===== src/rtl/mem_arbiter.sv =====
// Shared backing-memory arbiter: serialises I-cache line reads and D-cache line reads/writes
// onto one single-word synchronous memory port, D-cache always ahead of I-cache.
module mem_arbiter #(
  parameter int unsigned ADDR_W = 16,
  parameter int unsigned DATA_W = 16,
  parameter int unsigned WORDS  = 4
) (
  input  logic                      clk,
  input  logic                      n_rst,
  input  logic                      i_req,
  input  logic [ADDR_W-1:0]         i_addr,
  output logic                      i_done,
  output logic [WORDS*DATA_W-1:0]   i_line,
  input  logic [1:0]                d_req,
  input  logic [ADDR_W-1:0]         d_addr,
  input  logic [WORDS*DATA_W-1:0]   d_wline,
  output logic                      d_done,
  output logic [WORDS*DATA_W-1:0]   d_rline,
  output logic                      mem_en,
  output logic                      mem_we,
  output logic [ADDR_W-1:0]         mem_addr,
  output logic [DATA_W-1:0]         mem_wdata,
  input  logic [DATA_W-1:0]         mem_rdata
);

  localparam int unsigned OFF_W  = $clog2(WORDS);
  localparam int unsigned BEAT_W = OFF_W + 1;
  localparam int unsigned LINE_W = WORDS * DATA_W;

  localparam logic [BEAT_W-1:0] LAST_BEAT = BEAT_W'(WORDS - 1);
  localparam logic [BEAT_W-1:0] CAP_END   = BEAT_W'(WORDS);
  localparam logic [ADDR_W-1:0] BASE_MASK = ~ADDR_W'(WORDS - 1);

  localparam logic [1:0] REQ_READ  = 2'd1;
  localparam logic [1:0] REQ_WRITE = 2'd2;

  typedef enum logic [2:0] {
    READY,
    I_READING,
    D_WRITING,
    D_READY,
    D_READING
  } MemState;

  MemState             r_state, w_state_next;
  logic [BEAT_W-1:0]   r_beat, w_beat_next;
  logic [ADDR_W-1:0]   r_base;
  logic [ADDR_W-1:0]   r_mem_addr_hold;
  logic [DATA_W-1:0]   r_mem_wdata_hold;
  logic [LINE_W-1:0]   r_wline;
  logic [LINE_W-1:0]   r_buf, w_buf_next;
  logic [LINE_W-1:0]   r_i_line, r_d_rline;
  logic                r_i_done, r_d_done;
  logic                w_i_done_next, w_d_done_next;
  logic                w_latch_i, w_latch_d;
  logic                w_mem_en, w_mem_we;
  logic                w_i_rd, w_d_rd, w_d_wr;
  logic                w_capture;
  logic [OFF_W-1:0]    w_cap_idx, w_word_idx;

  // A requester whose done is high this cycle is masked so a held request is not re-accepted.
  assign w_i_rd = i_req && !r_i_done;
  assign w_d_rd = (d_req == REQ_READ) && !r_d_done;
  assign w_d_wr = (d_req == REQ_WRITE) && !r_d_done;

  always_ff @(posedge clk or negedge n_rst) begin
    if (!n_rst) begin
      r_state <= READY;
      r_beat  <= '0;
    end else begin
      r_state <= w_state_next;
      r_beat  <= w_beat_next;
    end
  end

  always_comb begin
    w_state_next  = r_state;
    w_beat_next   = r_beat;
    w_i_done_next = 1'b0;
    w_d_done_next = 1'b0;
    w_latch_i     = 1'b0;
    w_latch_d     = 1'b0;
    w_mem_en      = 1'b0;
    w_mem_we      = 1'b0;
    case (r_state)
      READY: begin
        w_beat_next = '0;
        if (w_d_wr) begin
          w_state_next = D_WRITING;
          w_latch_d    = 1'b1;
        end else if (w_d_rd) begin
          w_state_next = D_READING;
          w_latch_d    = 1'b1;
        end else if (w_i_rd) begin
          w_state_next = I_READING;
          w_latch_i    = 1'b1;
        end
      end
      I_READING, D_READING: begin
        // Beats 0..WORDS-1 issue reads; the extra step captures the final word.
        if (r_beat == CAP_END) begin
          w_state_next = READY;
          w_beat_next  = '0;
          if (r_state == I_READING) w_i_done_next = 1'b1;
          else                      w_d_done_next = 1'b1;
        end else begin
          w_mem_en    = 1'b1;
          w_beat_next = r_beat + 1'b1;
        end
      end
      D_WRITING: begin
        w_mem_en = 1'b1;
        w_mem_we = 1'b1;
        if (r_beat == LAST_BEAT) begin
          w_state_next  = D_READY;
          w_beat_next   = '0;
          w_d_done_next = 1'b1;
        end else begin
          w_beat_next = r_beat + 1'b1;
        end
      end
      D_READY: begin
        w_beat_next = '0;
        if (w_d_wr) begin
          w_state_next = D_WRITING;
          w_latch_d    = 1'b1;
        end else if (w_d_rd) begin
          w_state_next = D_READING;
          w_latch_d    = 1'b1;
        end else if (!r_d_done) begin
          w_state_next = READY;
        end
      end
      default: begin
        w_state_next = READY;
        w_beat_next  = '0;
      end
    endcase
  end

  assign w_capture  = ((r_state == I_READING) || (r_state == D_READING)) && (r_beat != '0);
  assign w_cap_idx  = OFF_W'(r_beat - 1'b1);
  assign w_word_idx = r_beat[OFF_W-1:0];

  always_comb begin
    w_buf_next = r_buf;
    if (w_capture) w_buf_next[w_cap_idx*DATA_W +: DATA_W] = mem_rdata;
  end

  always_ff @(posedge clk or negedge n_rst) begin
    if (!n_rst) begin
      r_base           <= '0;
      r_wline          <= '0;
      r_buf            <= '0;
      r_i_line         <= '0;
      r_d_rline        <= '0;
      r_i_done         <= 1'b0;
      r_d_done         <= 1'b0;
      r_mem_addr_hold  <= '0;
      r_mem_wdata_hold <= '0;
    end else begin
      r_buf    <= w_buf_next;
      r_i_done <= w_i_done_next;
      r_d_done <= w_d_done_next;
      if (w_latch_i) r_base <= i_addr & BASE_MASK;
      if (w_latch_d) begin
        r_base  <= d_addr & BASE_MASK;
        r_wline <= d_wline;
      end
      if (w_i_done_next) r_i_line <= w_buf_next;
      if (w_d_done_next && (r_state == D_READING)) r_d_rline <= w_buf_next;
      if (w_mem_en) begin
        r_mem_addr_hold <= mem_addr;
        if (w_mem_we) r_mem_wdata_hold <= mem_wdata;
      end
    end
  end

  assign mem_en    = w_mem_en;
  assign mem_we    = w_mem_we;
  assign mem_addr  = w_mem_en ? (r_base + ADDR_W'(r_beat)) : r_mem_addr_hold;
  assign mem_wdata = w_mem_we ? r_wline[w_word_idx*DATA_W +: DATA_W] : r_mem_wdata_hold;
  assign i_done    = r_i_done;
  assign d_done    = r_d_done;
  assign i_line    = r_i_line;
  assign d_rline   = r_d_rline;

endmodule


===== config.mk =====
export PLATFORM = sky130hd
export DESIGN_NAME = mem_arbiter
export DESIGN_NICKNAME = d
export VERILOG_FILES = /design/src/rtl/mem_arbiter.sv
export SDC_FILE = /design/constraint.sdc
export NUM_CORES = 1
export LEC_CHECK = 0
export ABC_CLOCK_PERIOD_IN_PS = 3790
export CAP_MARGIN = 25
export CORE_MARGIN = 3
export CORE_UTILIZATION = 51
export CTS_CLUSTER_DIAMETER = 80
export CTS_CLUSTER_SIZE = 10
export DETAILED_ROUTE_END_ITERATION = 12
export PLACE_DENSITY_LB_ADDON = 0.25
export SYNTH_ARGS = -nofsm -noshare
export SYNTH_HDL_FRONTEND = slang
export SYNTH_SLANG_ARGS = --single-unit

===== constraint.sdc =====
create_clock -name clk -period 3.79 [get_ports clk]
set_input_delay 0.9475 -clock clk [delete_from_list [all_inputs] [get_ports clk]]
set_output_delay 0.9475 -clock clk [all_outputs]
set_load 0.01 [all_outputs]

Yosys cells after proc, flatten, opt, wreduce, memory -nomap -nowiden
Index checks and enable logic that the tools add are counted.
{"block": "op_classes", "add_sub_neg": 4, "eq_ne": 12, "shifts": 3, "mux": 35, "n_reduce_logical": 15}
{"cell": "$bwmux 64", "n": 1}
{"cell": "$mux 16", "n": 4}
{"cell": "$mux 64", "n": 1}
{"cell": "$shift 16x34->64 const A", "n": 1}
{"cell": "$shiftx 16x34->64", "n": 1}
{"cell": "$shiftx 64x7->16", "n": 1}
{"cell": "$neg 6->34", "n": 1}
{"cell": "$mux 3", "n": 10}
{"cell": "$add 16x3->16", "n": 1}
{"cell": "$mux 1", "n": 15}
{"cell": "$pmux 3 s4", "n": 1}
{"cell": "$eq 3x2->1 const B", "n": 3}
{"cell": "$ne 4x4->1 const B", "n": 2}
{"cell": "$eq 3x3->1 const B", "n": 2}
{"cell": "$pmux 3 s2", "n": 1}
{"cell": "$logic_and 1x1->1", "n": 5}
{"cell": "$ne 2x2->1 const B", "n": 2}
{"cell": "$pmux 1 s2", "n": 2}
{"cell": "$reduce_and 4->1", "n": 1}
{"cell": "$reduce_or 2->1", "n": 2}
{"cell": "$add 3x1->3 const B", "n": 1}
{"cell": "$eq 3x1->1 const B", "n": 1}
{"cell": "$logic_not 3->1", "n": 1}
{"cell": "$reduce_bool 3->1", "n": 1}
{"cell": "7 further kinds", "n": 8}
{"block": "totals", "wordCells": 80, "in_bits": 117, "reg_bits": 312}

Depth between registers and ports, before layout
Gate-level depths: netlist (run 1).
{"block": "logic_depth", "word_depth": 8, "mapped_depth": 11}

Worst setup path before layout (run 1)
OpenSTA, ideal clock, no wires.
{"block": "synth_path", "path_kind": "register -> output", "from": "register r_beat[1]", "to": "output mem_addr[3]", "n_path_buf": 3, "path_stages_with_launch": 9, "arrival_time_ps": 2542, "setup_slack_ps": 301, "path_cell_list": "dfrtp_1 clkbuf_1 clkbuf_1 inv_1 ha_1 and3b_1 nor3_4 buf_2 mux2_2"}
{"block": "synth_between", "elab_chain_cells": 4, "elab_cells_between_ends": 5, "classes_between": "1 x add/sub; 1 x eq/ne; 3 x mux"}
{"item": "from (decl)", "line": "46", "rtl": "logic [BEAT_W-1:0] r_beat, w_beat_next;"}
{"item": "from (signal assigned)", "line": "72", "rtl": "r_beat <= w_beat_next;"}
{"item": "parallel branches: the longest is 3 deep, another holds $add 16x3->16"}
{"item": "$mux 16 (*)", "line": "181", "rtl": "assign mem_addr = w_mem_en ? (r_base + ADDR_W'(r_beat)) : r_mem_addr_hold;"}
{"item": "to (decl)", "line": "21", "rtl": "output logic [ADDR_W-1:0] mem_addr,"}
Mark *: on every way between the ends.

Worst setup path after layout (run 1)
Same ends and word-level chain as after synthesis.

==> results.cfg, run 1 <==
[sta]
setup_tns_ps = 0
tightest_slew_ps = 926
finalHoldViolCount = 0
rsz0062_at_grt = false
finalSetupViolCount = 0
skew_ps = 15.0
fin_crit_sh_pct = 97.0
maxSlewViolCount = 0
hold-worst-slack_ps = 447
fin_crit_ps = 3680
maxSlewHeadroom_pct = 38.3
max_freq_ghz = 0.272

[final_layout]
area_growth_pct = 31.2
fin_area_um2 = 17300
ff_latch_area_um2 = 7760
nets = 1542
fill_cells = 1887
diodes = 0
multiInputGateArea_um2 = 4920
drive_gt1_share_pct = 14.5

[power_and_ir_drop]
swShare_pct = 32.2
pwr-share-comb_pct = 40.7
p_int_mw = 9.30
pwr-share-seq_pct = 37.5
p_leak_nw = 7.57
p_clk_share_pct = 21.7
switching_power_mw = 4.43
p_per_area_nw_per_um2 = 793
vdd_ir_drop_max_v = 0.000541

[floorplanning]
die_width_um = 167
num_rows = 58
ios = 281
start_util_pct = 52.1
dieArea_um2 = 27800
coreArea_um2 = 25300
die_h_um = 167

[synth]
synth-main-ff-cell = dfrtp_1
synth_edf_count = 0
synth_top_area_share_pct = 58.8
ys_types = 46
synth_async_sr_flop_share_pct = 100
synth.top_cells.by_area = dfrtp_1 (59%), mux2_2 (9.0%), mux2i_1 (4.8%), nand2_1 (3.4%), a21oi_1 (3.2%)
syn_nets = 1273
ys_ff_latch = 310
synth_area_um2 = 13200
yosysWarnings = 0
synth_top_area_cell = dfrtp_1
seq_area_frac_synth_pct = 58.8
avgSynthCellArea_um2 = 11.5
syn_inst = 1147

[route]
drt_iter0_drc = 590
routedWlPerCell_um = 18.8
via_per_inst = 5.39
remaining_drc_errors = 0
ant_nets = 0
wl_mm = 32.8
firstDrtPassIters = 5
num_vias = 9417

[critical_path]
r2r-start = r_beat[0]
r2r_cells = 6
cp-start-kind = flip-flop
cp_max_fo = 45
worstPathArrival_ps = 2730
critPathKind = reg2out
reg2reg_to = i_line[9]
reg2reg_slack_ps = 1160
cp.required_ps = 2840
endpoint_kind = primary output

[clock_tree]
clockBufferDepth = 3
clock-sinks = 310
clk_latency_ps = 510
ctsHtreeMaxLevel = 2
numCtsBuffers = 36
ctsRootBufferMaster = clkbuf_16
cts_tree = yes
cts.clk_slew.worst_paths_ps = 60
cts_hold_buf = 0

[place]
io_buffers = 276
dpl.hpwl_mm = 22.0
gp_congestion = 0.813
place_area_um2 = 16300

[grt]
overflow = 0
grt_pass1_wl_mm = 52.5
antenna_found_initial = 1
grt_max_degree = 93
grt_usage_pct = 23.5
grt_pass1_vias = 9665

[hold_path]
hp-class = in2async

[run]
max_cap_viol_count = 0

[outcome]
status = finished, final reports clean
==> through the flow <==
step / power [mW] / utilization [%] / setup WS (ps) / std cells
floorplan: 8.32 / - / 301 / 1147
global placement: 10.6 / 64.3 / 559 / 1704
detailed placement: 10.8 / 64.4 / 541 / 1705
CTS: 13.9 / 68.3 / 11.6 / 1747
global route: 14.6 / 68.3 / 5.97 / 1747
finish: 13.7 / 68.3 / 112 / 1747
==> critical path: stages, from the launching register on <==
cell and delay (ps):
dfrtp_1 350, inv_1 80, ha_1 230, and3b_1 240, nor3_4 230, buf_12 230
mux2_2 350, clkdlybuf4s50_1 500
==> routing by layer <==
metal,part of all wire (%),vias up,track usage (%)
li1,-,4397,-
met1,44,4680,31.8
met2,47,281,37.7
met3,6.9,55,6.84
met4,2.3,4,5.81
met5,0.061,-,0
==> registers in the layout (all words and copies together) (netlist names), 3 cells and up <==
signal	count
r_base	14
r_mem_addr_hold	16
r_state	3
d_rline	64
r_beat	3
i_line	64
r_buf	64
r_mem_wdata_hold	16
r_wline	64
==> how the worst max path moves through the flow <==
| stage | startpoint | to | slack, ps | depth (start not counted) |
|---|---|---|---|---|
| after floorplan | r_beat[1] | mem_addr[3] | 300 | 8 |
| after global placement | r_state[2] | mem_wdata[13] | 560 | 5 |
| after detailed placement | r_state[0] | mem_wdata[7] | 540 | 5 |
| after CTS | r_state[1] | mem_addr[0] | 10 | 5 |
| after global routing | r_beat[1] | mem_addr[3] | 6 | 7 |
| final | r_beat[1] | mem_addr[3] | 110 | 7 |
==> cell usage in the layout, fill, tap and decap left out, types with 37 or more instances in the layout <==
cell             Yosys  layout
mux2_2             105     105
and2_1              52      52
clkbuf_16            0      37
o21ai_1             40      40
nand3_1             37      37
inv_1               56      56
a21oi_1             85      85
mux2i_1             63      63
nand2_1            120     120
dfrtp_1            310     308
nor2_1              93      91
clkdlybuf4s50_1      0     274
==> final cells by class <==
cell class                 count  area share, %
sequential                   310           44.8
multi-input combinational    708           28.4
timing repair buffer         303           17.5
clock buffer                  37           5.35
tap                          330           2.39
inverter                      57           1.24
clock inverter                 2          0.267
==> cells by family after synthesis <==
family | after synthesis | share of synthesized area (%)
AOI/OAI and AO/OA | 166 | 6.87
xor gates and xnor gates | 14 | 0.929
adders and majority gates | 10 | 0.929
buffers and inverters | 129 | 4.28
DFF | 310 | 58.8
muxes | 184 | 16.5
and+or+nand+nor | 334 | 11.7
==> cells in the mapped netlist (5+ instances only) <==
master,count
nand4_1,5
and2_1,52
o21ai_0,13
clkbuf_1,31
nor2_1,93
mux4_2,16
inv_1,56
nand3_1,37
ha_1,9
a31oi_1,18
buf_2,31
dfrtp_1,310
mux2i_1,63
nand2_1,120
buf_6,5
mux2_2,105
a21oi_1,85
o21ai_1,40
xor2_1,11
==> power groups by stage <==
| stage | Combinational, mW | Clock [mW] | Sequential, mW |
|---|---|---|---|
| floorplan | 3.12 | 0 | 5.20 |
| finish | 5.59 | 2.99 | 5.15 |
| global route | 6.08 | 3.20 | 5.29 |
| global placement | 5.45 | 0 | 5.12 |
| detailed placement | 5.59 | 0 | 5.18 |
| CTS | 5.65 | 3.06 | 5.15 |
==> what timing repair did <==
| action | CTS | global route |
|---|---|---|
| buffers inserted | 3 | 0 |
| endpoints found under the setup margin | 7 | 14 |
| pin swaps | 1 | 0 |
| gates resized for setup | 0 | 3 |
(Power assumes the default switching activity.)
==> inputs of run 2 (changes only) <==
--- a/config.mk
+++ b/config.mk
@@ -6,7 +6,7 @@
 export NUM_CORES = 1
 export LEC_CHECK = 0
 export ABC_CLOCK_PERIOD_IN_PS = 3790
-export CAP_MARGIN = 25
+export CAP_MARGIN = 20
 export CORE_MARGIN = 3
 export CORE_UTILIZATION = 51
 export CTS_CLUSTER_DIAMETER = 80
==> run 2 against run 1 <==
  * Core utilization grew 0.13 points
  * Critical path type unchanged
  * Sequential cell count is the same
  * Via count down 0.40%
  * Critical path depth decreased by 2
  * First-iteration DRC count grew 6.1%
  * Highest routed layer unchanged
  * Fmax increased by 0.18%
  * Die area is the same
==> results.cfg, run 2 (synthesis results as in run 1) <==
[outcome]
status = finished, final reports clean

[place]
io_buffers = 276
post-place-ws_ps = 544
place_inst = 1704
gp_congestion = 0.813
dpl.hpwl_mm = 21.9

[critical_path]
critPathKind = reg2out
cp-start-kind = flip-flop
cp_max_fo = 23
critical-path-slowest-cell = dfrtp_2
worstPathArrival_ps = 2720
r2r_cells = 6
max_stage_delay_ps = 520
cp.depth = 5
crit_buf_inv = 2
reg2reg_slack_ps = 1160
endpoint_kind = primary output
crit_chain = maj3_1 -> nor3_4 -> buf_12 -> mux2_2 -> clkdlybuf4s50_1
cp.required_ps = 2840
cp_top_family = buffers and inverters

[sta]
fin_ws_ps = 119
finalSetupViolCount = 0
rsz0062_at_grt = false
setup_tns_ps = 0
maxSlewHeadroom_pct = 39.4
maxSlewViolCount = 0
fin_crit_ps = 3670
tightest_slew_ps = 909
skew_ps = 18.0
max_freq_ghz = 0.272
fin_crit_sh_pct = 96.9
finalHoldViolCount = 0

[floorplanning]
ios = 281
die_width_um = 167
num_rows = 58
coreArea_um2 = 25300
dieArea_um2 = 27800
start_util_pct = 52.1
die_h_um = 167

[route]
remaining_drc_errors = 0
ant_nets = 0
via_per_inst = 5.36
routedWlPerCell_um = 18.9
firstDrtPassIters = 5
num_vias = 9379
drt_iter0_drc = 626
wl_mm = 33.1

[clock_tree]
cts_hold_buf = 0
clock-sinks = 310
cts.clk_slew.worst_paths_ps = 50
ctsRootBufferMaster = clkbuf_16
ctsHtreeMaxLevel = 2
numCtsBuffers = 36
clockBufferDepth = 3
clk_latency_ps = 520
cts_tree = yes

[run]
max_cap_viol_count = 0

[final_layout]
drive_gt1_share_pct = 14.7
nets = 1544
final_cell_mix = dfrtp_1 (307), clkdlybuf4s50_1 (275), nand2_1 (120), mux2_2 (105), nor2_1 (91)
final_common_cell = dfrtp_1
fin_cells = 1750
area_growth_pct = 31.4

[grt]
antenna_found_initial = 1
overflow = 0
grt_pass1_vias = 9680
grt_usage_pct = 23.6
grt_max_degree = 93
grt_pass1_wl_mm = 52.9

[power_and_ir_drop]
p_leak_nw = 7.58
vdd_ir_drop_max_v = 0.000763
p_per_area_nw_per_um2 = 796

[hold_path]
hp-class = in2async
[run 2: cell count changes in the layout (fill, tap and decap cells not counted), sizes merged]
cell           before  now
clkbuf             37   38
buf                28   29
diode               0    1
clkdlybuf4s50     274  275
dlymetal6s2s        1    0
[run 2: path summary, 6_finish.rpt]
path,from,to
setup / recovery,r_state[1],mem_addr[0]
hold / removal,n_rst,r_mem_addr_hold[12]
setup reg to reg,r_beat[0],d_rline[9]
hold reg to reg,r_buf[54],r_buf[54]
max in group asynchronous,n_rst,r_buf[45]
min in group clk,r_buf[54],r_buf[54]
[run 2: where the power goes]
group          total [mW]  leakage, nW  switching, mW  internal [mW]
combinational        5.67         3.76           2.54           3.13
clock                2.99        0.474           1.26           1.73
sequential           5.15         3.35          0.644           4.50
total                13.8         7.58           4.44           9.36
[run 2: routing by layer]
metal | up-vias | track usage, % | part of all wire (%)
met5 | - | 0 | 0.11
met1 | 4647 | 31.6 | 42
met3 | 57 | 7.14 | 7.3
li1 | 4402 | - | -
met4 | 4 | 6.92 | 2.4
met2 | 269 | 37.7 | 48
[run 2: stage by stage]
stage / power, mW / area [µm²] / utilization, % / hold slack (ps)
after floorplan: 8.32 / 13200 / - / 440
final: 13.8 / 17300 / 68.5 / 442
after global routing: 14.7 / 17300 / 68.5 / 470
after detailed placement: 10.8 / 16300 / 64.3 / 458
after global placement: 10.6 / 16300 / 64.3 / 453
after CTS: 13.8 / 17300 / 68.3 / 471
[run 2: final cells by class]
cell class                      instances  area, µm²
Tap cell                              330        413
Antenna cell                            1       2.50
Sequential cell                       310       7760
Clock buffer                           37        926
Clock inverter                          2       46.3
Timing Repair Buffer                  305       3060
Inverter                               57        214
Multi-Input combinational cell        708       4920
Fill cell                            1876       7990
[run 2: what timing repair did]
item	4_1_cts	5_1_grt
resized for setup	0	3
cloned	0	1
endpoints found under the setup margin	6	15
pin swaps	1	1
hold endpoints to repair	0	0
buffers inserted	3	1
